--- src/rtl/demux_pkg.sv ---
`default_nettype none
// ============================================================================
// Module      : demux_pkg
// Description : Shared types and defaults for the 1-to-2 stream demultiplexer.
//               Holds the default widths, the per-port buffer depth, the word
//               type and the buffer occupancy encoding.
// Revision    : 1.0 - initial release
// ============================================================================
package demux_pkg;

    localparam int WIDTH_DEFAULT = 32;
    localparam int CNT_W_DEFAULT = 16;
    localparam int BUF_DEPTH     = 2;

    typedef logic [WIDTH_DEFAULT-1:0] word_t;

    // Occupancy of a per-port buffer; the encoding equals the word count.
    typedef enum logic [1:0] {
        OCC_EMPTY = 2'd0,
        OCC_ONE   = 2'd1,
        OCC_FULL  = 2'd2
    } occ_t;

endpackage
`default_nettype wire

--- src/rtl/fifo2.sv ---
`default_nettype none
// ============================================================================
// Module      : fifo2
// Description : Two-entry register FIFO. The head word always lives in
//               r_mem0, so the head output is a plain register with no read
//               mux. A push into a full FIFO and a pop from an empty FIFO are
//               ignored.
// Ports       : clk, rst_n      - clock, asynchronous active-low reset
//               push, din      - write request and word
//               pop            - remove the head word
//               full, empty    - occupancy flags
//               head           - oldest stored word (0 after reset)
// Revision    : 1.0 - initial release
// ============================================================================
module fifo2
    import demux_pkg::*;
#(
    parameter int WIDTH = WIDTH_DEFAULT
) (
    input  logic             clk,
    input  logic             rst_n,
    input  logic             push,
    input  logic             pop,
    input  logic [WIDTH-1:0] din,
    output logic             full,
    output logic             empty,
    output logic [WIDTH-1:0] head
);

    occ_t             r_occ;
    occ_t             w_occ_nxt;
    logic [WIDTH-1:0] r_mem0;
    logic [WIDTH-1:0] r_mem1;
    logic             w_push;
    logic             w_pop;

    assign w_push = push && (r_occ != OCC_FULL);
    assign w_pop  = pop  && (r_occ != OCC_EMPTY);

    always_ff @(posedge clk or negedge rst_n) begin
        if (!rst_n) begin
            r_occ <= OCC_EMPTY;
        end else begin
            r_occ <= w_occ_nxt;
        end
    end

    always_comb begin
        w_occ_nxt = r_occ;
        case (r_occ)
            OCC_EMPTY: begin
                if (w_push) begin
                    w_occ_nxt = OCC_ONE;
                end
            end
            OCC_ONE: begin
                if (w_push && !w_pop) begin
                    w_occ_nxt = OCC_FULL;
                end else if (w_pop && !w_push) begin
                    w_occ_nxt = OCC_EMPTY;
                end
            end
            OCC_FULL: begin
                if (w_pop) begin
                    w_occ_nxt = OCC_ONE;
                end
            end
            default: w_occ_nxt = OCC_EMPTY;
        endcase
    end

    // Storage: pops shift the second entry forward; a push lands in the
    // first free slot. Push+pop in ONE replaces the head directly.
    always_ff @(posedge clk or negedge rst_n) begin
        if (!rst_n) begin
            r_mem0 <= '0;
            r_mem1 <= '0;
        end else if (w_pop) begin
            if (r_occ == OCC_FULL) begin
                r_mem0 <= r_mem1;
            end else if (w_push) begin
                r_mem0 <= din;
            end
        end else if (w_push) begin
            if (r_occ == OCC_EMPTY) begin
                r_mem0 <= din;
            end else begin
                r_mem1 <= din;
            end
        end
    end

    assign full  = (r_occ == OCC_FULL);
    assign empty = (r_occ == OCC_EMPTY);
    assign head  = r_mem0;

endmodule
`default_nettype wire

--- src/rtl/demux32_1to2_stream.sv ---
`default_nettype none
// ============================================================================
// Module      : demux32_1to2_stream
// Description : Registered 1-to-2 stream demultiplexer. Each word accepted on
//               the input is routed by in_sel into one of two independent
//               2-entry FIFOs, so a stalled port never blocks the other.
//               Saturating per-port counters record delivered words.
// Ports       : clk, rst_n                 - clock, async active-low reset
//               in_valid/in_ready/in_data  - input stream
//               in_sel                     - destination port (0 or 1)
//               outN_valid/ready/data      - output streams, N = 0, 1
//               cnt0, cnt1                 - words delivered per port
// Revision    : 1.0 - initial release
// ============================================================================
module demux32_1to2_stream
    import demux_pkg::*;
#(
    parameter int WIDTH = WIDTH_DEFAULT,
    parameter int CNT_W = CNT_W_DEFAULT
) (
    input  logic             clk,
    input  logic             rst_n,
    input  logic             in_valid,
    output logic             in_ready,
    input  logic [WIDTH-1:0] in_data,
    input  logic             in_sel,
    output logic             out0_valid,
    input  logic             out0_ready,
    output logic [WIDTH-1:0] out0_data,
    output logic             out1_valid,
    input  logic             out1_ready,
    output logic [WIDTH-1:0] out1_data,
    output logic [CNT_W-1:0] cnt0,
    output logic [CNT_W-1:0] cnt1
);

    localparam logic [CNT_W-1:0] c_cnt_one = {{(CNT_W-1){1'b0}}, 1'b1};

    logic [1:0] w_push;
    logic [1:0] w_pop;
    logic [1:0] w_full;
    logic [1:0] w_empty;
    logic [1:0] w_out_ready;

    assign w_out_ready = {out1_ready, out0_ready};

    // Ready depends only on the addressed buffer, never on downstream ready.
    assign in_ready = !w_full[in_sel];

    generate
        for (genvar p = 0; p < 2; p++) begin : g_port
            logic [WIDTH-1:0] w_head;
            logic [CNT_W-1:0] r_cnt;

            assign w_push[p] = in_valid && in_ready && (in_sel == 1'(p));
            assign w_pop[p]  = !w_empty[p] && w_out_ready[p];

            fifo2 #(
                .WIDTH (WIDTH)
            ) u_fifo (
                .clk   (clk),
                .rst_n (rst_n),
                .push  (w_push[p]),
                .pop   (w_pop[p]),
                .din   (in_data),
                .full  (w_full[p]),
                .empty (w_empty[p]),
                .head  (w_head)
            );

            // Saturates at all-ones so a long run never wraps to zero.
            always_ff @(posedge clk or negedge rst_n) begin
                if (!rst_n) begin
                    r_cnt <= '0;
                end else if (w_pop[p] && (r_cnt != '1)) begin
                    r_cnt <= r_cnt + c_cnt_one;
                end
            end
        end
    endgenerate

    assign out0_valid = !w_empty[0];
    assign out1_valid = !w_empty[1];
    assign out0_data  = g_port[0].w_head;
    assign out1_data  = g_port[1].w_head;
    assign cnt0       = g_port[0].r_cnt;
    assign cnt1       = g_port[1].r_cnt;

endmodule
`default_nettype wire

--- config.mk ---
export PLATFORM = sky130hd
export DESIGN_NAME = demux32_1to2_stream
export DESIGN_NICKNAME = d
export VERILOG_FILES = /design/src/rtl/demux_pkg.sv /design/src/rtl/fifo2.sv /design/src/rtl/demux32_1to2_stream.sv
export SDC_FILE = /design/constraint.sdc
export NUM_CORES = 1
export LEC_CHECK = 0
export CAP_MARGIN = 25
export CORE_UTILIZATION = 47
export CTS_CLUSTER_DIAMETER = 100
export DETAILED_ROUTE_END_ITERATION = 7
export PLACE_DENSITY = 0.81
export SLEW_MARGIN = 10
export SYNTH_ARGS = -nofsm -noshare
export SYNTH_HDL_FRONTEND = slang
export SYNTH_SLANG_ARGS = --single-unit
export TNS_END_PERCENT = 5
--- constraint.sdc ---
create_clock -name clk -period 1.85 [get_ports clk]
set_input_delay 0.2775 -clock clk [delete_from_list [all_inputs] [get_ports clk]]
set_output_delay 0.2775 -clock clk [all_outputs]
set_load 0.01 [all_outputs]
==> metrics.md <==
| Metric | Value |
|---|---|
| Post-synth EDFFs | 0 |
| Final setup viols | 1 |
| Rel. slew slack | 0.663 |
| Max Used Layer | met4 |
| Core Rows | 45 |
| Layout Cells excl Fill | 893 |
| Outcome | finished, violations left |
| Final WS setup | -0.0283 ns |
| Cells after DPL | 862 |
| Reg2reg end | g_port[1].u_fifo.head[19]$_DFFE_PN0P_ |
| Synth area leader | dfrtp_1 |
| Total negative slack | -0.0283 ns |
| Routed vias/inst | ~5.5 |
| Hold WC Path Type | primary input to async pin |
| Area Overhead vs Synth | 34.4% |
| Post-route antenna net violation count | 0 |
| Initial Utilization | 0.483 |
| Worst-path clk slew | 0.06 ns |
| Total CTS buffers | 17 |
| WL met3 | 851 µm |
| CTS tree | built |
| Async set-reset flop share out of synthesis | 1.00 |
| RSZ-0062 raised after global routing | true |
| Die width | 127 µm |
| Fmax | ~0.53 GHz |
| Failing checks | setup timing |
| Clock Tree Buf Depth | 2 |
| GRT overflow | 0 |
| I/O pin cnt | 137 |
| Count of different cell masters after synthesis | 47 |
| Fin. max-slew vios | 0 |
| Most frequent cell after synthesis | mux2_2 |
| H-tree depth | 4 |
| CP arrival | 1.60 ns |
| CP max FO | 5 |
| Initial antenna violation count | 0 |
| Period utilization | 1.02 |
| CTS Root Cell | clkbuf_16 |
| Max_cap viols | 0 |
| NumNets Final | 734 |
| Crit end category | primary output |
| Ys flop type | dfrtp_1 |
| Leak Pwr | 4.20 nW |
| CTS Sinks | 164 |
| Final RePlAce weighted congestion | 0.914 |
| WL final | 16500 µm |
| Largest delay share family, worst path | flip-flops |
| CP peak stage delay | 0.43 ns |
| YS warnings | 0 |
| Core ar. | 15200 µm² |
| Global-route wire length before repair | 27000 µm |
| Syn nets | 560 |
| Synthesized area | 7340 µm² |
| Synth Instances | 520 |
| Largest cells by area after synthesis | dfrtp_1 (56%), mux2_2 (30%), xor2_1 (1.8%) |
| Clock period minus worst slack | 1.88 ns |
| Synth cell count leaders | mux2_2 (194), dfrtp_1 (164), nor2_1 (15), xor2_1 (15), nand3_1 (12) |
| Vias in the first global route | between 5000 and 6000 |
| DR iter-0 viols | 214 |
| Setup slack, reg-to-reg | ~0.080 ns |
| Post-route DRC | 0 |
| Post-Syn Area per Cell | 14.1 µm² |
| Crit path required time | 1.57 ns |
| Post-synthesis sequential area ratio | 0.559 |
| Cell Pwr Density | 1160 nW/µm² |
| Top-area cell type share of the netlist area | 0.559 |
| Clock skew | ~0.0073 ns |
| Layout cells sized above 1 | 0.401 |
| Wirelength per Cell | 18.5 µm |
| Total track usage | 0.216 |
| Post-synthesis register bit count | 164 |
| Met1 Wirelength | 7240 µm |
| # diodes | 0 |
| CP Cell Sequence | and2b_1 > a21oi_2 > dlygate4sd2_1 |
| Fin. Hold Viols | 0 |
| Core Util, Final | 0.649 |
| Critical-path top delay cell | dfrtp_2 |
| Worst path bufs/invs | 1 |
| Largest net degree at the start of global routing | 64 |
| Die ar. | 16100 µm² |
| Fill count | 1113 |
| Startpoint types | register |
| R2R cell count | 6 |
| Max VDD drop | about 650 µV |
| Metal2 WL | 8120 µm |
| Clk Latency, worst-skew pair | about 0.42 ns |
| Critical path type | register to primary output |
| DP HPWL | approximately 11000 µm |
| Reg-to-Reg Start | g_port[1].u_fifo.r_occ[1]$_DFFE_PN0P_ |
| Vias after detailed routing | 4950 |
| Die Y | between 100 and 150 µm |
| I/O Buffers | roughly 140 |
| Pre-antenna DRT Iters | 4 |
| Worst-Margin Slew | 0.502 ns |
==> repair_timing <==
action	CTS	global route
buffers inserted	0	0
hold buffers	1	0
setup endpoints to repair	3	8
gates resized for setup	6	4
endpoints found under the hold margin	29	0
==> per-layer routing <==
layer,vias up,track usage
li1,2233,-
met1,2541,0.277
met2,149,0.355
met3,27,0.0540
met4,0,0.0812
met5,-,0
==> worst max-delay path by stage <==
| stage | slack [ns] | from | end | cells past startpoint |
|---|---|---|---|---|
| 3_3_place_gp | -0.24 | out1_ready | cnt1[14]$_DFFE_PN0P_ | 6 |
| 3_5_place_dp | -0.27 | out1_ready | cnt1[14]$_DFFE_PN0P_ | 6 |
| 4_1_cts | -0.02 | g_port[1].u_fifo.r_occ[1]$_DFFE_PN0P_ | in_ready | 3 |
| 6_report | -0.03 | g_port[1].u_fifo.r_occ[0]$_DFFE_PN0P_ | in_ready | 3 |
| 2_1_floorplan | 0.08 | cnt1[3]$_DFFE_PN0P_ | cnt1[15]$_DFFE_PN0P_ | 4 |
| 5_1_grt | -0.08 | g_port[1].u_fifo.r_occ[0]$_DFFE_PN0P_ | in_ready | 3 |
==> where the power goes <==
group | leakage, nW | internal (mW) | total (mW) | switching (mW)
registers | 2.00 | 4.60 | 5.22 | 0.614
clock network | 0.241 | 1.73 | 3.11 | 1.38
logic | 1.96 | 1.97 | 3.15 | 1.17
==> cells in the final DEF (no fill, tap or decap), types with 2 or more instances in the layout <==
cell             instances
inv_1                    3
nor3b_1                  3
nand4_1                  8
nor4_2                   2
nand4b_1                 2
or4_4                    2
clkbuf_1                 3
or2_2                    3
mux2i_1                  2
nor2b_1                  2
nor2_1                  13
and4_1                   2
dlygate4sd2_1            3
ha_1                     2
mux2_2                 194
a31oi_1                  3
o21ai_0                  4
buf_4                   26
dfrtp_2                  2
clkinvlp_4               4
xor2_1                  15
clkdlybuf4s50_1        132
nand2b_1                 3
buf_12                  13
dfrtp_1                162
nand2_1                 10
nor3_1                   5
clkinv_2                 4
clkbuf_16               17
nand3b_1                 2
nand3_1                 11
nor4_1                   3
xnor2_1                  7
a21oi_1                  8
==> through the flow <==
step	setup WS [ns]	total power, mW	cell area, µm²	hold slack [ns]
final	-0.0283	11.5	9870	0.307
after global routing	-0.0770	12.1	9870	0.325
after CTS	-0.0175	11.6	9850	0.309
after detailed placement	-0.271	8.44	9330	0.187
after global placement	-0.238	8.26	9330	0.184
after floorplan	0.0765	6.65	7340	-0.0181
==> registers in the layout, indices dropped and copies added (netlist names) <==
register,flops
g_port.u_fifo.head,64
g_port.u_fifo.r_mem1,64
cnt0,16
cnt1,16
g_port.u_fifo.r_occ,4
==> cells by family after synthesis <==
logic type,synth area share
mux,0.302
flops,0.559
fa+ha+maj,0.00341
compound gates,0.0273
simple gates,0.0661
buf+inv,0.0162
xor+xnor,0.0262
==> area by class of cell <==
type,instances,area (µm²),area share
sequential,164,4110,0.416
multi-input combinational,332,3180,0.323
timing repair buffer,176,1820,0.185
clock buffer,21,450,0.0456
tap,188,235,0.0238
clock inverter,9,58.8,0.00596
inverter,3,11.3,0.00114
==> worst reg2reg max path, stage by stage (launching register included) <==
cell and delay [ns]:
dfrtp_1 0.44, buf_4 0.17, nand3b_1 0.11, a21oi_1 0.11
a31oi_4 0.26, buf_12 0.21, mux2_2 0.35
(Power assumes the default switching activity.)
